[src/rtl/trapezoid_pkg.sv]
// Shared types and constants for the trapezoid rasteriser.
package trapezoid_pkg;

    localparam int unsigned CW = 8;       // coordinate width
    localparam int unsigned AW = CW + 2;  // signed working width for edge arithmetic

    typedef logic [CW-1:0] coord_t;

    typedef struct packed {
        coord_t x;
        coord_t y;
    } vertex_t;

    typedef enum logic [2:0] {IDLE, CAP1, CAP2, CAP3, SETUP, EMIT} state_e;

    typedef logic signed [AW-1:0] acc_t;

    // Saturate a signed working value into the unsigned coordinate range.
    function automatic coord_t clamp_coord(input acc_t v);
        if (v[AW-1]) begin
            return '0;
        end else if (|v[AW-2:CW]) begin
            return '1;
        end
        return v[CW-1:0];
    endfunction

endpackage

[src/rtl/trap_edge_div.sv]
// Sequential signed restoring divider: quo = floor(num/den) (mode=0) or ceil(num/den) (mode=1),
// with rem = num - quo*den. den must be non-zero. Result is held until the next start.
module trap_edge_div
    import trapezoid_pkg::*;
(
    input  logic   clk,
    input  logic   reset_n,
    input  logic   start,
    input  logic   mode,
    input  acc_t   num,
    input  coord_t den,
    output logic   done,
    output acc_t   quo,
    output acc_t   rem
);
    localparam int unsigned CntW = $clog2(AW + 1);

    logic [AW-1:0]   a_q, p_q, a_sh, p_sh;
    logic [CntW-1:0] cnt_q;
    logic            neg_q, mode_q, done_q;
    coord_t          den_q;
    acc_t            tq, tr, den_s;

    // One restoring step on the magnitude: shift in the next dividend bit, subtract if it fits.
    always_comb begin
        p_sh = {p_q[AW-2:0], a_q[AW-1]};
        a_sh = {a_q[AW-2:0], 1'b0};
        if (p_sh >= {2'b00, den_q}) begin
            p_sh    = p_sh - {2'b00, den_q};
            a_sh[0] = 1'b1;
        end
    end

    // Iteration registers; a start always restarts the division.
    always_ff @(posedge clk) begin
        if (!reset_n) begin
            a_q    <= '0;
            p_q    <= '0;
            cnt_q  <= '0;
            neg_q  <= 1'b0;
            mode_q <= 1'b0;
            done_q <= 1'b0;
            den_q  <= '0;
        end else if (start) begin
            a_q    <= num[AW-1] ? -num : num;
            p_q    <= '0;
            neg_q  <= num[AW-1];
            mode_q <= mode;
            den_q  <= den;
            cnt_q  <= CntW'(AW);
            done_q <= 1'b0;
        end else if (cnt_q != '0) begin
            a_q   <= a_sh;
            p_q   <= p_sh;
            cnt_q <= cnt_q - CntW'(1);
            if (cnt_q == CntW'(1)) begin
                done_q <= 1'b1;
            end
        end
    end

    // Turn the truncated magnitude result into the requested rounding.
    always_comb begin
        den_s = {2'b00, den_q};
        tq    = neg_q ? -$signed(a_q) : $signed(a_q);
        tr    = neg_q ? -$signed(p_q) : $signed(p_q);
        quo   = tq;
        rem   = tr;
        if (p_q != '0) begin
            if (!mode_q && neg_q) begin
                quo = tq - acc_t'(1);
                rem = tr + den_s;
            end else if (mode_q && !neg_q) begin
                quo = tq + acc_t'(1);
                rem = tr - den_s;
            end
        end
    end

    assign done = done_q;

endmodule

[src/rtl/trapezoid.sv]
// Trapezoid rasteriser: captures four vertices and emits every covered pixel, bottom line first,
// x ascending. Edges are stepped per line with an exact quotient/remainder accumulator whose
// per-line increments come from one division at the start of the trapezoid.
// Optional feature: define TRAP_PT_COUNT_EN to add the pt_cnt pixel counter output.
module trapezoid
    import trapezoid_pkg::*;
(
    input  logic          clk,
    input  logic          reset_n,
    input  logic          nt,
    input  logic [CW-1:0] xi,
    input  logic [CW-1:0] yi,
    output logic          busy,
    output logic          po,
    output logic [CW-1:0] xo,
    output logic [CW-1:0] yo
`ifdef TRAP_PT_COUNT_EN
    ,
    output logic [2*CW:0] pt_cnt
`endif
);
    state_e  state_q, state_d;
    vertex_t ul_q, dl_q;
    coord_t  xur_q, xdr_q, y_q, x_q, xr_q, xo_q, yo_q, h, xl_c, xr_c;
    logic    first_q, busy_q, po_q, div_go, l_done, r_done, step_ok, last_line, capture;
    acc_t    lq_q, lr_q, rq_q, rr_q, lq_n, lr_n, rq_n, rr_n;
    acc_t    lqd, lrd, rqd, rrd, l_num, r_num, h_s;

    assign h         = ul_q.y - dl_q.y;
    assign last_line = (y_q == ul_q.y);
    assign step_ok   = first_q || (l_done && r_done);
    assign capture   = (state_q == IDLE) && nt && !busy_q;
    assign l_num     = {2'b00, ul_q.x} - {2'b00, dl_q.x};
    assign r_num     = {2'b00, xur_q} - {2'b00, xdr_q};

    // Per-line increments: floor((x_top - x_bottom) / h) plus remainder, for each edge.
    trap_edge_div u_div_l (
        .clk(clk), .reset_n(reset_n), .start(div_go), .mode(1'b0),
        .num(l_num), .den(h), .done(l_done), .quo(lqd), .rem(lrd)
    );
    trap_edge_div u_div_r (
        .clk(clk), .reset_n(reset_n), .start(div_go), .mode(1'b0),
        .num(r_num), .den(h), .done(r_done), .quo(rqd), .rem(rrd)
    );

    // Edge accumulators for the line being set up; left rounds up, right rounds down.
    always_comb begin
        h_s  = {2'b00, h};
        lq_n = lq_q + lqd;
        lr_n = lr_q + lrd;
        if (lr_n >= h_s) begin
            lq_n = lq_n + acc_t'(1);
            lr_n = lr_n - h_s;
        end
        rq_n = rq_q + rqd;
        rr_n = rr_q + rrd;
        if (rr_n >= h_s) begin
            rq_n = rq_n + acc_t'(1);
            rr_n = rr_n - h_s;
        end
        if (first_q) begin
            lq_n = {2'b00, dl_q.x};
            lr_n = '0;
            rq_n = {2'b00, xdr_q};
            rr_n = '0;
        end
        xl_c = clamp_coord(lq_n + ((lr_n != '0) ? acc_t'(1) : acc_t'(0)));
        xr_c = clamp_coord(rq_n);
        if (h == '0) begin
            xl_c = (dl_q.x < ul_q.x) ? dl_q.x : ul_q.x;
            xr_c = (xdr_q > xur_q) ? xdr_q : xur_q;
        end
    end

    // State register.
    always_ff @(posedge clk) begin
        if (!reset_n) begin
            state_q <= IDLE;
        end else begin
            state_q <= state_d;
        end
    end

    // Next-state logic and divider launch on the first line.
    always_comb begin
        state_d = state_q;
        div_go  = 1'b0;
        case (state_q)
            IDLE:  if (capture) state_d = CAP1;
            CAP1:  state_d = CAP2;
            CAP2:  state_d = CAP3;
            CAP3:  state_d = SETUP;
            SETUP: begin
                div_go = first_q && (h != '0);
                if (step_ok) begin
                    if (xl_c > xr_c) begin
                        state_d = last_line ? IDLE : SETUP;
                    end else begin
                        state_d = EMIT;
                    end
                end
            end
            EMIT:  if (x_q == xr_q) state_d = last_line ? IDLE : SETUP;
            default: state_d = IDLE;
        endcase
    end

    // Vertex capture, line stepping and registered pixel outputs.
    always_ff @(posedge clk) begin
        if (!reset_n) begin
            ul_q    <= '0;
            dl_q    <= '0;
            xur_q   <= '0;
            xdr_q   <= '0;
            y_q     <= '0;
            x_q     <= '0;
            xr_q    <= '0;
            lq_q    <= '0;
            lr_q    <= '0;
            rq_q    <= '0;
            rr_q    <= '0;
            first_q <= 1'b0;
            busy_q  <= 1'b0;
            po_q    <= 1'b0;
            xo_q    <= '0;
            yo_q    <= '0;
        end else begin
            po_q <= 1'b0;
            case (state_q)
                IDLE: begin
                    // busy falls here, one edge after the final pixel was registered
                    busy_q <= 1'b0;
                    if (capture) ul_q <= {xi, yi};
                end
                CAP1: xur_q <= xi;
                CAP2: dl_q <= {xi, yi};
                CAP3: begin
                    xdr_q   <= xi;
                    y_q     <= dl_q.y;
                    first_q <= 1'b1;
                    busy_q  <= 1'b1;
                end
                SETUP: begin
                    if (step_ok) begin
                        lq_q    <= lq_n;
                        lr_q    <= lr_n;
                        rq_q    <= rq_n;
                        rr_q    <= rr_n;
                        first_q <= 1'b0;
                        x_q     <= xl_c;
                        xr_q    <= xr_c;
                        if ((xl_c > xr_c) && !last_line) y_q <= y_q + coord_t'(1);
                    end
                end
                EMIT: begin
                    po_q <= 1'b1;
                    xo_q <= x_q;
                    yo_q <= y_q;
                    // x may wrap past 2^CW-1 here, but the line has already ended
                    x_q  <= x_q + coord_t'(1);
                    if ((x_q == xr_q) && !last_line) y_q <= y_q + coord_t'(1);
                end
                default: ;
            endcase
        end
    end

`ifdef TRAP_PT_COUNT_EN
    logic [2*CW:0] pt_cnt_q;

    // Pixels emitted for the current trapezoid; holds once rendering ends.
    always_ff @(posedge clk) begin
        if (!reset_n) begin
            pt_cnt_q <= '0;
        end else if (capture) begin
            pt_cnt_q <= '0;
        end else if (po_q) begin
            pt_cnt_q <= pt_cnt_q + (2*CW+1)'(1);
        end
    end

    assign pt_cnt = pt_cnt_q;
`endif

    assign busy = busy_q;
    assign po   = po_q;
    assign xo   = xo_q;
    assign yo   = yo_q;

endmodule

[config.mk]
export PLATFORM = sky130hd
export DESIGN_NAME = trapezoid
export DESIGN_NICKNAME = d
export VERILOG_FILES = /design/src/rtl/trapezoid_pkg.sv /design/src/rtl/trap_edge_div.sv /design/src/rtl/trapezoid.sv
export SDC_FILE = /design/constraint.sdc
export NUM_CORES = 1
export LEC_CHECK = 0
export CAP_MARGIN = 15
export CORE_MARGIN = 3
export CORE_UTILIZATION = 40
export CTS_BUF_LIST = sky130_fd_sc_hd__clkbuf_8
export CTS_CLUSTER_SIZE = 20
export DETAILED_ROUTE_END_ITERATION = 8
export PLACE_DENSITY = 0.67
export SETUP_SLACK_MARGIN = 0.1
export SLEW_MARGIN = 20
export SYNTH_ARGS = -nofsm -noshare
export SYNTH_HDL_FRONTEND = slang
export SYNTH_SLANG_ARGS = --single-unit
[constraint.sdc]
create_clock -name clk -period 25.3 [get_ports clk]
set_input_delay 5.06 -clock clk [delete_from_list [all_inputs] [get_ports clk]]
set_output_delay 5.06 -clock clk [all_outputs]
set_load 0.1 [all_outputs]
==> impl_metrics.json <==
{
  "cts.sinks": 194,
  "cts_resized": 0,
  "place_area_mm2": 0.01632,
  "worstMarginPinSlew_ns": 1.043,
  "min_from": "lr_q[2]",
  "grt_max_degree": 92,
  "slew_headroom": 0.3022,
  "rrSetupSlack_ns": 14.39,
  "hpwl_mm": 33.36,
  "tritoncts": "yes",
  "outcome": "finished clean",
  "synthFlopType": "dfxtp_1",
  "seqPwrFrac": 0.212,
  "numCtsBuffers": 17,
  "power_switching_uw": 916.0,
  "yosysWarnings": 0,
  "ctsRootBufferMaster": "clkbuf_8",
  "dieWidth_um": 203.0,
  "skew_ns": 0.02946,
  "postCtsSetupRepairBufs": 0,
  "gp_congestion": 0.9278,
  "final_nets": 2232,
  "period_needed_ns": 10.91,
  "worstPathRequired_ns": 25.67,
  "synth_seq_cells": 194,
  "internal_power_uw": 928.3,
  "final_core_util": 0.4418,
  "syn_to_final_growth_pct": 7.991,
  "critPathKind": "register to register",
  "power_density_mw_per_mm2": 110.1,
  "worstReg2RegEnd": "y_q[5]",
  "hold_slack_ns": 0.4660,
  "drt_iter0_markers": 1064,
  "coreArea_mm2": 0.03793,
  "cp_slowest_cell": "nor2b_1",
  "track_usage": 0.2094,
  "start_util": 0.4091,
  "p_comb_frac": 0.666,
  "vias_per_cell": 5.629,
  "regToRegStartpoint": "u_div_l.p_q[0]",
  "ir_worst_vdd_mv": 0.05673,
  "grt_pass1_vias": 13630,
  "h-tree-depth": 4,
  "hold_depth": 2,
  "maxCapViolCount": 0,
  "layout-drive-gt1-share": 0.04079,
  "min_path_type": "register to register",
  "cp-startpoint": "u_div_l.p_q[0]",
  "ys_seq_area_frac": 0.2503,
  "port-buffer-count": 36,
  "p_leak_uw": 0.006567,
  "fin_crit_sh": 0.4314,
  "path_clk_slew_ns": 0.11,
  "clock_path_buffers": 2,
  "final_area_mm2": 0.01676,
  "ctsHoldBuffers": 0,
  "drt_wl_total_mm": 43.97,
  "drc": 0,
  "start_kind": "register",
  "synth_area_per_cell_um2": 7.417,
  "arrival_ns": 11.28,
  "wire_per_inst_um": 16.95,
  "boundaryPins": 37,
  "rows": 71,
  "whs_endpoint": "lr_q[2]",
  "dieHeight_um": 203.0,
  "p_clk_frac": 0.122,
  "async_flop_share": 0,
  "rsz0062_at_grt": "no",
  "setup_slack_ns": 14.39,
  "drtAntennaViolNets": 0,
  "clk_latency_ns": 0.52,
  "setup_tns_ns": 0,
  "cp-end-kind": "register",
  "dieArea_mm2": 0.04119,
  "grt_antenna_before_repair": 0,
  "syn-num-nets": 2253,
  "netlist_area_mm2": 0.01552,
  "critPathBufInv": 2,
  "synth_edf_count": 0,
  "crit_family": "simple AND/OR/NAND/NOR gates",
  "r2r_cells": 42,
  "yosysUniqueCellTypes": 76,
  "grt_pass1_wl_mm": 70.79,
  "syn_inst": 2092,
  "grt_overflow": 0,
  "setup_violations": 0,
  "clock.fmax_mhz": 91.63,
  "antenna_cells": 0,
  "num_vias": 14610,
  "cp_slowest_stage_delay_ns": 0.80,
  "pre_cts_ws_ns": 14.64,
  "switching_share": 0.4967,
  "slew_violations": 0,
  "crit_top_cell": "ha_1",
  "dr.pass1.iters": 6,
  "hold_viol_final": 0,
  "critPathMaxFanout": 17
}
==> power groups by stage <==
stage | Sequential, uW | Combinational [uW] | Clock [uW]
2_1_floorplan | 374 | 938 | 0
3_3_place_gp | 396 | 1190 | 0
3_5_place_dp | 396 | 1210 | 0
4_1_cts | 390 | 1220 | 231
5_1_grt | 396 | 1360 | 241
6_report | 391 | 1230 | 226
==> flip-flops by register name, indices dropped and copies added, names as in the netlist, 3 cells and up <==
name	count
xdr_q	8
y_q	8
u_div_r.p_q	10
u_div_l.den_q	8
rr_q	10
xr_q	8
ul_q	16
lr_q	10
lq_q	10
dl_q	16
u_div_l.p_q	10
u_div_r.cnt_q	4
xo	8
xur_q	8
u_div_l.a_q	10
rq_q	10
u_div_r.a_q	10
yo	8
x_q	8
state_q	3
u_div_l.cnt_q	4
==> worst register-to-register path: cells and delay by family, from the launching register on <==
family / cells / cell delay, ns
AOI/OAI and AO/OA: 15 / 2.67
xor gates and xnor gates: 1 / 0.23
adders and majority gates: 6 / 1.63
buffers and inverters: 2 / 0.21
DFF: 1 / 0.38
and+or+nand+nor: 18 / 5.67
==> final cells by class <==
class	instances	area [um2]
Sequential cell	194	3884
Fill cell	3811	21180
Timing Repair Buffer	56	510.5
Clock inverter	15	193.9
Multi-Input combinational cell	1689	10870
Tap cell	511	639.4
Clock buffer	17	234.0
Inverter	113	426.7
==> cell families (layout without fill, tap and decap cells) <==
group,Yosys count,after routing,share of synthesized area
and+or+nand+nor,773,773,0.2269
AOI/OAI and AO/OA,562,562,0.2264
buffers and inverters,209,201,0.05112
DFF,194,194,0.2503
xor gates and xnor gates,174,174,0.09958
adders and majority gates,142,142,0.1208
muxes,38,38,0.02492
==> worst max path at each step <==
stage                  end  slack, ns  cells after the start
floorplan           y_q[0]      16.29                     44
global placement    y_q[7]      15.13                     43
global route        y_q[3]      13.47                     42
detailed placement  y_q[3]      14.64                     42
finish              y_q[5]      14.39                     42
CTS                 y_q[5]      14.57                     42
==> layout by cell type (no fill, tap or decap), types with 6 or more instances in the layout <==
cell type,Yosys,layout
a211oi_1,19,19
a21boi_0,16,16
a21o_1,44,44
a21oi_1,194,194
a22oi_1,15,15
a311oi_1,13,13
a31oi_1,11,11
and2_1,13,13
and3_1,14,14
buf_4,0,20
clkbuf_8,0,17
clkdlybuf4s50_1,0,36
dfxtp_1,194,194
fa_1,13,13
ha_1,129,129
inv_1,111,111
inv_6,0,6
mux2i_1,33,33
nand2_1,332,331
nand2b_1,30,30
nand3_1,46,46
nand4_1,13,13
nor2_1,186,185
nor2b_1,27,27
nor3_1,42,41
nor4_1,24,21
o2111ai_1,6,6
o211ai_1,21,21
o21a_1,17,17
o21ai_0,119,119
o21bai_1,10,10
o22ai_1,6,6
o31a_1,9,9
o31ai_1,23,23
or3_1,9,9
xnor2_1,118,118
xor2_1,54,54
==> synth_stat cells, drive strengths merged (44+ instances only) <==
library cell / number / area (um2)
ha: 129 / 1614
dfxtp: 194 / 3884
inv: 113 / 424.2
nor2: 186 / 698.2
clkbuf: 90 / 337.8
o21ai: 121 / 605.6
nand3: 46 / 230.2
a21oi: 194 / 970.9
a21o: 44 / 330.3
nand2: 332 / 1246
xor2: 54 / 473.0
xnor2: 119 / 1050
==> per-layer routing <==
metal | global-route usage | vias up | share of wire
met4 | 0.06954 | 0 | 0.025
met1 | 0.2816 | 6911 | 0.46
met5 | 0 | - | 0
li1 | - | 7271 | -
met3 | 0.02485 | 65 | 0.043
met2 | 0.3497 | 361 | 0.47
==> stage by stage <==
stage / power [uW] / cells
3_5_place_dp: 1608 / 2563
6_report: 1844 / 2595
5_1_grt: 1997 / 2595
2_1_floorplan: 1312 / 2092
4_1_cts: 1838 / 2595
3_3_place_gp: 1582 / 2563
(Power assumes the default switching activity.)
